<file path="config.mk">
export PLATFORM = sky130hd
export DESIGN_NAME = bascomp_control_unit_flat
export DESIGN_NICKNAME = d
export VERILOG_FILES = /design/src/rtl/bascomp_pkg.sv /design/src/rtl/bascomp_control_unit_if.sv /design/src/rtl/bascomp_seq_counter.sv /design/src/rtl/bascomp_control_unit.sv /design/src/flat_wrapper.sv
export SDC_FILE = /design/constraint.sdc
export NUM_CORES = 1
export LEC_CHECK = 0
export CORE_MARGIN = 5
export CORE_UTILIZATION = 29
export DETAILED_ROUTE_END_ITERATION = 6
export PLACE_DENSITY = 0.8
export SLEW_MARGIN = 10
export SYNTH_ARGS = -nofsm -noshare
export SYNTH_HDL_FRONTEND = slang
export SYNTH_SLANG_ARGS = --single-unit
</file>
<file path="constraint.sdc">
create_clock -name CLK -period 2.62 [get_ports CLK]
set_input_delay 0.524 -clock CLK [delete_from_list [all_inputs] [get_ports CLK]]
set_output_delay 0.524 -clock CLK [all_outputs]
set_load 0.01 [all_outputs]
</file>
<file path="src/rtl/bascomp_pkg.sv">
// Shared encodings for the basic-computer control path: bus codes, ALU ops,
// opcodes, register-reference bit positions and the last legal timing step.
package bascomp_pkg;

  localparam int unsigned WORD_W = 16;
  localparam int unsigned BUS_W  = 3;
  localparam int unsigned ALU_W  = 3;
  localparam int unsigned OP_W   = 3;

  // Bus chooser select codes
  localparam logic [BUS_W-1:0] BUS_NONE = 3'd0;
  localparam logic [BUS_W-1:0] BUS_AR   = 3'd1;
  localparam logic [BUS_W-1:0] BUS_PC   = 3'd2;
  localparam logic [BUS_W-1:0] BUS_DR   = 3'd3;
  localparam logic [BUS_W-1:0] BUS_AC   = 3'd4;
  localparam logic [BUS_W-1:0] BUS_IR   = 3'd5;
  localparam logic [BUS_W-1:0] BUS_TR   = 3'd6;
  localparam logic [BUS_W-1:0] BUS_MEM  = 3'd7;

  // AC/ALU operation codes
  localparam logic [ALU_W-1:0] ALU_NONE = 3'd0;
  localparam logic [ALU_W-1:0] ALU_AND  = 3'd1;
  localparam logic [ALU_W-1:0] ALU_ADD  = 3'd2;
  localparam logic [ALU_W-1:0] ALU_LDDR = 3'd3;
  localparam logic [ALU_W-1:0] ALU_CLR  = 3'd4;
  localparam logic [ALU_W-1:0] ALU_CMA  = 3'd5;
  localparam logic [ALU_W-1:0] ALU_CIR  = 3'd6;
  localparam logic [ALU_W-1:0] ALU_CIL  = 3'd7;

  // Decoded opcode field IR[14:12]
  typedef enum logic [OP_W-1:0] {
    OP_AND = 3'd0,
    OP_ADD = 3'd1,
    OP_LDA = 3'd2,
    OP_STA = 3'd3,
    OP_BUN = 3'd4,
    OP_BSA = 3'd5,
    OP_ISZ = 3'd6,
    OP_REG = 3'd7
  } opcode_e;

  // Register-reference bit positions within IR[11:0]
  localparam int unsigned B_CLA = 11;
  localparam int unsigned B_CLE = 10;
  localparam int unsigned B_CMA = 9;
  localparam int unsigned B_CME = 8;
  localparam int unsigned B_CIR = 7;
  localparam int unsigned B_CIL = 6;
  localparam int unsigned B_INC = 5;
  localparam int unsigned B_SPA = 4;
  localparam int unsigned B_SNA = 3;
  localparam int unsigned B_SZA = 2;
  localparam int unsigned B_SZE = 1;
  localparam int unsigned B_HLT = 0;

  // Highest legal timing step (T6)
  localparam int unsigned SC_LAST = 6;

endpackage

</file>
<file path="src/rtl/bascomp_control_unit_if.sv">
// Control-unit boundary: datapath status in, bus select and strobes out.
interface bascomp_control_unit_if #(
  parameter int unsigned SC_W = 4
);
  import bascomp_pkg::*;

  logic              start;
  logic [WORD_W-1:0] ir_outdata;
  logic [WORD_W-1:0] ac_outdata;
  logic [WORD_W-1:0] dr_outdata;
  logic              e_flag;

  logic [BUS_W-1:0]  buscode;
  logic              ar_ld;
  logic              ar_inr;
  logic              pc_ld;
  logic              pc_inr;
  logic              dr_ld;
  logic              dr_inr;
  logic              ir_ld;
  logic              mem_wr;
  logic [ALU_W-1:0]  alu_op;
  logic              ac_inr;
  logic              e_clr;
  logic              e_cmp;
  logic [SC_W-1:0]   sc;
  logic              running;

  // Control unit side
  modport master (
    input  start, ir_outdata, ac_outdata, dr_outdata, e_flag,
    output buscode, ar_ld, ar_inr, pc_ld, pc_inr, dr_ld, dr_inr, ir_ld,
           mem_wr, alu_op, ac_inr, e_clr, e_cmp, sc, running
  );

  // Datapath side
  modport slave (
    output start, ir_outdata, ac_outdata, dr_outdata, e_flag,
    input  buscode, ar_ld, ar_inr, pc_ld, pc_inr, dr_ld, dr_inr, ir_ld,
           mem_wr, alu_op, ac_inr, e_clr, e_cmp, sc, running
  );

endinterface

</file>
<file path="src/rtl/bascomp_seq_counter.sv">
// Sequence counter SC and run flag S: clear, increment or hold SC while
// running; HLT drops S, start raises it again only while halted.
module bascomp_seq_counter #(
  parameter int unsigned SC_W = 4
) (
  input  logic            CLK,
  input  logic            RST,
  input  logic            start,
  input  logic            clr,
  input  logic            inr,
  input  logic            hlt,
  output logic [SC_W-1:0] sc,
  output logic            running
);

  logic [SC_W-1:0] sc_next;
  logic            run_next;

  // Next SC/S; a halted machine only listens to start
  always_comb begin
    sc_next  = sc;
    run_next = running;
    if (running) begin
      if (clr) begin
        sc_next = '0;
      end else if (inr) begin
        sc_next = sc + SC_W'(1);
      end
      if (hlt) begin
        run_next = 1'b0;
      end
    end else if (start) begin
      run_next = 1'b1;
    end
  end

  // State register; reset restarts at T0 in the running state
  always_ff @(posedge CLK or posedge RST) begin
    if (RST) begin
      sc      <= '0;
      running <= 1'b1;
    end else begin
      sc      <= sc_next;
      running <= run_next;
    end
  end

endmodule

</file>
<file path="src/rtl/bascomp_control_unit.sv">
// Timing and control sequencer for the basic computer: fetch, decode,
// indirect and execute of memory- and register-reference instructions.
// Strobes are decoded combinationally from the registered SC/S and inputs.
module bascomp_control_unit
  import bascomp_pkg::*;
#(
  parameter int unsigned SC_W = 4
) (
  input  logic                   CLK,
  input  logic                   RST,
  bascomp_control_unit_if.master bus
);

  logic [SC_W-1:0]  sc;
  logic             running;
  logic             sc_clr;
  logic             sc_inr;
  logic             halt_req;

  opcode_e          d;
  logic             ind;
  logic [11:0]      b;
  logic             ac_zero;
  logic             ac_neg;
  logic             ac_op_sel;

  logic [BUS_W-1:0] buscode;
  logic             ar_ld;
  logic             ar_inr;
  logic             pc_ld;
  logic             pc_inr;
  logic             dr_ld;
  logic             dr_inr;
  logic             ir_ld;
  logic             mem_wr;
  logic [ALU_W-1:0] alu_op;
  logic             ac_inr;
  logic             e_clr;
  logic             e_cmp;

  bascomp_seq_counter #(
    .SC_W (SC_W)
  ) u_seq (
    .CLK     (CLK),
    .RST     (RST),
    .start   (bus.start),
    .clr     (sc_clr),
    .inr     (sc_inr),
    .hlt     (halt_req),
    .sc      (sc),
    .running (running)
  );

  // Instruction field decode and AC status
  assign d         = opcode_e'(bus.ir_outdata[14:12]);
  assign ind       = bus.ir_outdata[15];
  assign b         = bus.ir_outdata[11:0];
  assign ac_zero   = (bus.ac_outdata == '0);
  assign ac_neg    = bus.ac_outdata[WORD_W-1];
  assign ac_op_sel = b[B_CLA] | b[B_CMA] | b[B_CIR] | b[B_CIL];

  // Per-step strobe decode; any step not listed (including illegal SC) is idle and clears SC
  always_comb begin
    buscode  = BUS_NONE;
    ar_ld    = 1'b0;
    ar_inr   = 1'b0;
    pc_ld    = 1'b0;
    pc_inr   = 1'b0;
    dr_ld    = 1'b0;
    dr_inr   = 1'b0;
    ir_ld    = 1'b0;
    mem_wr   = 1'b0;
    alu_op   = ALU_NONE;
    ac_inr   = 1'b0;
    e_clr    = 1'b0;
    e_cmp    = 1'b0;
    sc_clr   = 1'b0;
    halt_req = 1'b0;

    if (running) begin
      case (sc)
        SC_W'(0): begin
          buscode = BUS_PC;
          ar_ld   = 1'b1;
        end
        SC_W'(1): begin
          buscode = BUS_MEM;
          ir_ld   = 1'b1;
          pc_inr  = 1'b1;
        end
        SC_W'(2): begin
          buscode = BUS_IR;
          ar_ld   = 1'b1;
        end
        SC_W'(3): begin
          if (d != OP_REG) begin
            if (ind) begin
              buscode = BUS_MEM;
              ar_ld   = 1'b1;
            end
          end else if (ind) begin
            sc_clr = 1'b1;
          end else begin
            sc_clr = 1'b1;
            if (b[B_CLA]) begin
              alu_op = ALU_CLR;
            end else if (b[B_CMA]) begin
              alu_op = ALU_CMA;
            end else if (b[B_CIR]) begin
              alu_op = ALU_CIR;
            end else if (b[B_CIL]) begin
              alu_op = ALU_CIL;
            end
            ac_inr   = b[B_INC] & ~ac_op_sel;
            e_clr    = b[B_CLE];
            e_cmp    = b[B_CME] & ~b[B_CLE];
            pc_inr   = (b[B_SPA] & ~ac_neg) | (b[B_SNA] & ac_neg) |
                       (b[B_SZA] & ac_zero) | (b[B_SZE] & ~bus.e_flag);
            halt_req = b[B_HLT];
          end
        end
        SC_W'(4): begin
          case (d)
            OP_AND, OP_ADD, OP_LDA, OP_ISZ: begin
              buscode = BUS_MEM;
              dr_ld   = 1'b1;
            end
            OP_STA: begin
              buscode = BUS_AC;
              mem_wr  = 1'b1;
              sc_clr  = 1'b1;
            end
            OP_BUN: begin
              buscode = BUS_AR;
              pc_ld   = 1'b1;
              sc_clr  = 1'b1;
            end
            OP_BSA: begin
              buscode = BUS_PC;
              mem_wr  = 1'b1;
              ar_inr  = 1'b1;
            end
            default: sc_clr = 1'b1;
          endcase
        end
        SC_W'(5): begin
          sc_clr = 1'b1;
          case (d)
            OP_AND: alu_op = ALU_AND;
            OP_ADD: alu_op = ALU_ADD;
            OP_LDA: alu_op = ALU_LDDR;
            OP_BSA: begin
              buscode = BUS_AR;
              pc_ld   = 1'b1;
            end
            OP_ISZ: begin
              dr_inr = 1'b1;
              sc_clr = 1'b0;
            end
            default: ;
          endcase
        end
        SC_W'(SC_LAST): begin
          sc_clr = 1'b1;
          if (d == OP_ISZ) begin
            buscode = BUS_DR;
            mem_wr  = 1'b1;
            pc_inr  = (bus.dr_outdata == '0);
          end
        end
        default: sc_clr = 1'b1;
      endcase
    end

    sc_inr = ~sc_clr;
  end

  // Drive the interface
  assign bus.buscode = buscode;
  assign bus.ar_ld   = ar_ld;
  assign bus.ar_inr  = ar_inr;
  assign bus.pc_ld   = pc_ld;
  assign bus.pc_inr  = pc_inr;
  assign bus.dr_ld   = dr_ld;
  assign bus.dr_inr  = dr_inr;
  assign bus.ir_ld   = ir_ld;
  assign bus.mem_wr  = mem_wr;
  assign bus.alu_op  = alu_op;
  assign bus.ac_inr  = ac_inr;
  assign bus.e_clr   = e_clr;
  assign bus.e_cmp   = e_cmp;
  assign bus.sc      = sc;
  assign bus.running = running;

endmodule

</file>
<file path="src/flat_wrapper.sv">
// flat-port wrapper written by rule: the top's interface ports become plain ports
module bascomp_control_unit_flat import bascomp_pkg::*;
#(
  parameter int unsigned SC_W = 4
)
  (CLK, RST, bus_start, bus_ir_outdata, bus_ac_outdata, bus_dr_outdata, bus_e_flag, bus_buscode, bus_ar_ld, bus_ar_inr, bus_pc_ld, bus_pc_inr, bus_dr_ld, bus_dr_inr, bus_ir_ld, bus_mem_wr, bus_alu_op, bus_ac_inr, bus_e_clr, bus_e_cmp, bus_sc, bus_running);
  bascomp_control_unit_if #(.SC_W(SC_W)) bus_i ();
  input  logic CLK;
  input  logic RST;
  input wire logic [$bits(bus_i.start)-1:0] bus_start;
  input wire logic [$bits(bus_i.ir_outdata)-1:0] bus_ir_outdata;
  input wire logic [$bits(bus_i.ac_outdata)-1:0] bus_ac_outdata;
  input wire logic [$bits(bus_i.dr_outdata)-1:0] bus_dr_outdata;
  input wire logic [$bits(bus_i.e_flag)-1:0] bus_e_flag;
  output wire logic [$bits(bus_i.buscode)-1:0] bus_buscode;
  output wire logic [$bits(bus_i.ar_ld)-1:0] bus_ar_ld;
  output wire logic [$bits(bus_i.ar_inr)-1:0] bus_ar_inr;
  output wire logic [$bits(bus_i.pc_ld)-1:0] bus_pc_ld;
  output wire logic [$bits(bus_i.pc_inr)-1:0] bus_pc_inr;
  output wire logic [$bits(bus_i.dr_ld)-1:0] bus_dr_ld;
  output wire logic [$bits(bus_i.dr_inr)-1:0] bus_dr_inr;
  output wire logic [$bits(bus_i.ir_ld)-1:0] bus_ir_ld;
  output wire logic [$bits(bus_i.mem_wr)-1:0] bus_mem_wr;
  output wire logic [$bits(bus_i.alu_op)-1:0] bus_alu_op;
  output wire logic [$bits(bus_i.ac_inr)-1:0] bus_ac_inr;
  output wire logic [$bits(bus_i.e_clr)-1:0] bus_e_clr;
  output wire logic [$bits(bus_i.e_cmp)-1:0] bus_e_cmp;
  output wire logic [$bits(bus_i.sc)-1:0] bus_sc;
  output wire logic [$bits(bus_i.running)-1:0] bus_running;
  assign bus_i.start = bus_start;
  assign bus_i.ir_outdata = bus_ir_outdata;
  assign bus_i.ac_outdata = bus_ac_outdata;
  assign bus_i.dr_outdata = bus_dr_outdata;
  assign bus_i.e_flag = bus_e_flag;
  assign bus_buscode = bus_i.buscode;
  assign bus_ar_ld = bus_i.ar_ld;
  assign bus_ar_inr = bus_i.ar_inr;
  assign bus_pc_ld = bus_i.pc_ld;
  assign bus_pc_inr = bus_i.pc_inr;
  assign bus_dr_ld = bus_i.dr_ld;
  assign bus_dr_inr = bus_i.dr_inr;
  assign bus_ir_ld = bus_i.ir_ld;
  assign bus_mem_wr = bus_i.mem_wr;
  assign bus_alu_op = bus_i.alu_op;
  assign bus_ac_inr = bus_i.ac_inr;
  assign bus_e_clr = bus_i.e_clr;
  assign bus_e_cmp = bus_i.e_cmp;
  assign bus_sc = bus_i.sc;
  assign bus_running = bus_i.running;
  bascomp_control_unit #(.SC_W(SC_W)) u_core (.CLK(CLK), .RST(RST), .bus(bus_i));
endmodule
</file>
==> impl_metrics.ini <==
[cts]
hold_buffers = 0
clkSinkCount = 5
clock-root-buffer = sky130_fd_sc_hd__clkbuf_4
clk_latency_ns = 0.24
numCtsBuffers = 3
clkTransAtPathRegs_ns = 0.04
h-tree-depth = 1
max-clock-path-buffers = 2
cts_tree = done

[power]
power_mw = 1.07
power_leakage_nw = 0.808
max-vdd-ir-drop_mv = 0.572
power_density_nw_per_um2 = 605

[synthesis]
synth.ff_latch_count = 5
cell_with_the_most_instances_after_synthesis = sky130_fd_sc_hd__nor2_1
synth_seq_area_share_pct = 14.9
synth_commonest_cells = sky130_fd_sc_hd__nor2_1 (13), sky130_fd_sc_hd__inv_1 (11), sky130_fd_sc_hd__a21oi_1 (8), sky130_fd_sc_hd__nand2_1 (8), sky130_fd_sc_hd__and3_1 (7)
post_synth_design_cell_area_um2 = 851
ys_types = 42
synth.net_count = 177
syn_avg_cell_area_um2 = 7.03
gate_count_post_synth = 121
synth_async_sr_flop_share_pct = 100
synth_top_area_cell = sky130_fd_sc_hd__dfrtp_1
synth.top_cell.area_share_pct = 11.8
postSynth.topFlopCell = sky130_fd_sc_hd__dfrtp_1
yosys-top-cells-area = sky130_fd_sc_hd__dfrtp_1 (12%), sky130_fd_sc_hd__ha_1 (5.9%), sky130_fd_sc_hd__nor2_1 (5.7%)
ys_warn_count = 0
synth-edff-count = 0

[global_route]
via_count_of_the_first_global_routing_pass = 1262
antenna_violations_before_repair = 0
grt_overflow_total = 0
grt_util_overall_pct = 16.7
grt_start_max_net_pins = 17
grt_first_pass_wirelength_um = 5780

[sta]
final_period_minus_worst_setup_slack_ns = 2.60
rsz_0062_raised_after_global_routing = true
worst-slew-pin-transition_ns = 0.408
achievable-frequency_mhz = 384
fin_hold_ws_ns = 0.473
slew_viol_final = 0
finalSetupViolCount = 0
min_period_over_period_pct = 99.4
fin_worst_skew_ns = 0.000952
fin_tns_setup_ns = 0
final_hold_viol_count = 0
timing.slew.headroom_pct = 72.5

[route]
wl_met1_um = 1380
route.detailed.wl_per_inst_um = 14.9
antenna_left = 0
met2_wirelength_um = 1970
drc_errors = 0
vias_per_cell = 5.26
drt_first_iter_violations = 58
finalWirelength_um = 3590
highest_layer = met4
drt_pass1_iterations = 4
vias = 1268
met3RoutedLength_um = 205

[setup_path]
critical_path.reg2reg.endpoint = u_core.u_seq.running
critical_path.endpoint_type = primary output
worst_path_fanout_max = 3
arrival_time_at_the_worst_endpoint_ns = 2.08
worstPathRequired_ns = 2.10
ff2ff_path_depth = 7
worst-setup-path-type = primary input to primary output
register_to_register_setup_slack_ns = 0.93
r2r-start = u_core.u_seq.sc[0]
worst_setup_path_start_kind = primary input

[finish]
final_nets = 267
synthToLayoutAreaGrowth_pct = 109
filler_cell_count = 256
share_of_cells_above_drive_strength_1_pct = 21.4
antenna-diode-count = 0

[placed_design]
routabilityCongestion = 0.890
dpl.hpwl_um = 2870
numPortBuffers = 73

[die]
chipWidth_um = 64.2
floorplan.die_area_um2 = 4120
rows = 19
die_height_um = 64.2
core_area_um2 = 2780
initial_core_util_pct = 30.6
ioPinCount = 74

[hold_path]
hold_path.class = primary input to asynchronous set/reset pin

[outcome]
run_status = completed

[job]
drv_cap = 0
==> what timing repair did <==
action,CTS,global route
pin swaps,1,4
setup buffers,6,0
setup endpoints to repair,13,14
resized for setup,26,19
==> how the worst max path moves through the flow <==
stage                           to  cells after the start               start
floorplan               bus_pc_inr                      5  u_core.u_seq.sc[0]
global placement        bus_pc_inr                      6   bus_ac_outdata[0]
detailed placement      bus_pc_inr                      6   bus_ac_outdata[0]
CTS                     bus_pc_inr                      6   bus_ac_outdata[0]
global route             bus_pc_ld                      7  u_core.u_seq.sc[0]
finish              bus_buscode[2]                      6  bus_ir_outdata[13]
==> critical path, cell delays in order <==
cell,delay [ns]
sky130_fd_sc_hd__clkdlybuf4s50_1,0.50
sky130_fd_sc_hd__nand3_2,0.13
sky130_fd_sc_hd__and3_4,0.22
sky130_fd_sc_hd__o31ai_2,0.25
sky130_fd_sc_hd__a21oi_1,0.13
sky130_fd_sc_hd__dlygate4sd2_1,0.31
==> layer usage <==
| layer | up-vias | track usage [%] |
|---|---|---|
| li1 | 632 | - |
| met5 | - | 0 |
| met2 | 47 | 31.5 |
| met3 | 4 | 4.55 |
| met1 | 585 | 18.7 |
| met4 | 0 | 2.54 |
==> registers in the layout, summed over array words and instances, names as in the netlist <==
| name | count |
|---|---|
| u_core.u_seq.running | 1 |
| u_core.u_seq.sc | 4 |
==> logic make-up (layout without fill, tap and decap cells) <==
family,count (synthesis),after routing,synth area share [%]
AND/OR/NAND/NOR,60,60,40.9
AO/OA/AOI/OAI,31,31,24.7
buffers and inverters,17,106,9.26
flip-flops,5,5,14.9
adder cells (fa/ha/maj),4,4,5.88
XOR/XNOR,2,2,2.06
multiplexers,2,2,2.35
==> layout make-up <==
type                       count  area [um^2]  area share, %
multi-input combinational     99          694           39.1
timing repair buffer          91          847           47.7
tap                           31         38.8           2.19
sequential                     5          126           7.12
inverter                      11         41.3           2.33
clock buffer                   4         26.3           1.48
==> power by group <==
group | total (mW) | switching, mW | internal (mW)
Clock | 0.0877 | 0.0302 | 0.0575
Combinational | 0.863 | 0.411 | 0.452
Sequential | 0.122 | 0.0202 | 0.102
Total | 1.07 | 0.461 | 0.611
==> through the flow <==
step                      cells  utilization, %  worst slack (ns)  instance area (um^2)
after floorplan             121               -             0.497                   851
after global routing        241            63.8           -0.0913                  1770
after detailed placement    231            60.1            -0.372                  1670
after CTS                   241            63.0          0.000216                  1750
after global placement      231            60.1            -0.272                  1670
final                       241            63.8            0.0154                  1770
==> placed cells by master, fill, tap and decap left out, types with 3 or more instances in the layout <==
cell / instances
sky130_fd_sc_hd__clkdlybuf4s50_1: 58
sky130_fd_sc_hd__buf_4: 15
sky130_fd_sc_hd__nor2_1: 13
sky130_fd_sc_hd__inv_1: 11
sky130_fd_sc_hd__a21oi_1: 8
sky130_fd_sc_hd__dlygate4sd2_1: 8
sky130_fd_sc_hd__nand2_1: 7
sky130_fd_sc_hd__nor4_1: 6
sky130_fd_sc_hd__nand3_1: 5
sky130_fd_sc_hd__and3_1: 5
sky130_fd_sc_hd__nor3_1: 4
sky130_fd_sc_hd__o21ai_0: 4
sky130_fd_sc_hd__a31oi_1: 4
sky130_fd_sc_hd__ha_2: 4
sky130_fd_sc_hd__dfrtp_1: 4
sky130_fd_sc_hd__o22ai_1: 3
sky130_fd_sc_hd__clkbuf_4: 3
sky130_fd_sc_hd__clkbuf_2: 3
sky130_fd_sc_hd__buf_6: 3
No activity file was read; power rests on OpenSTA's default activity.
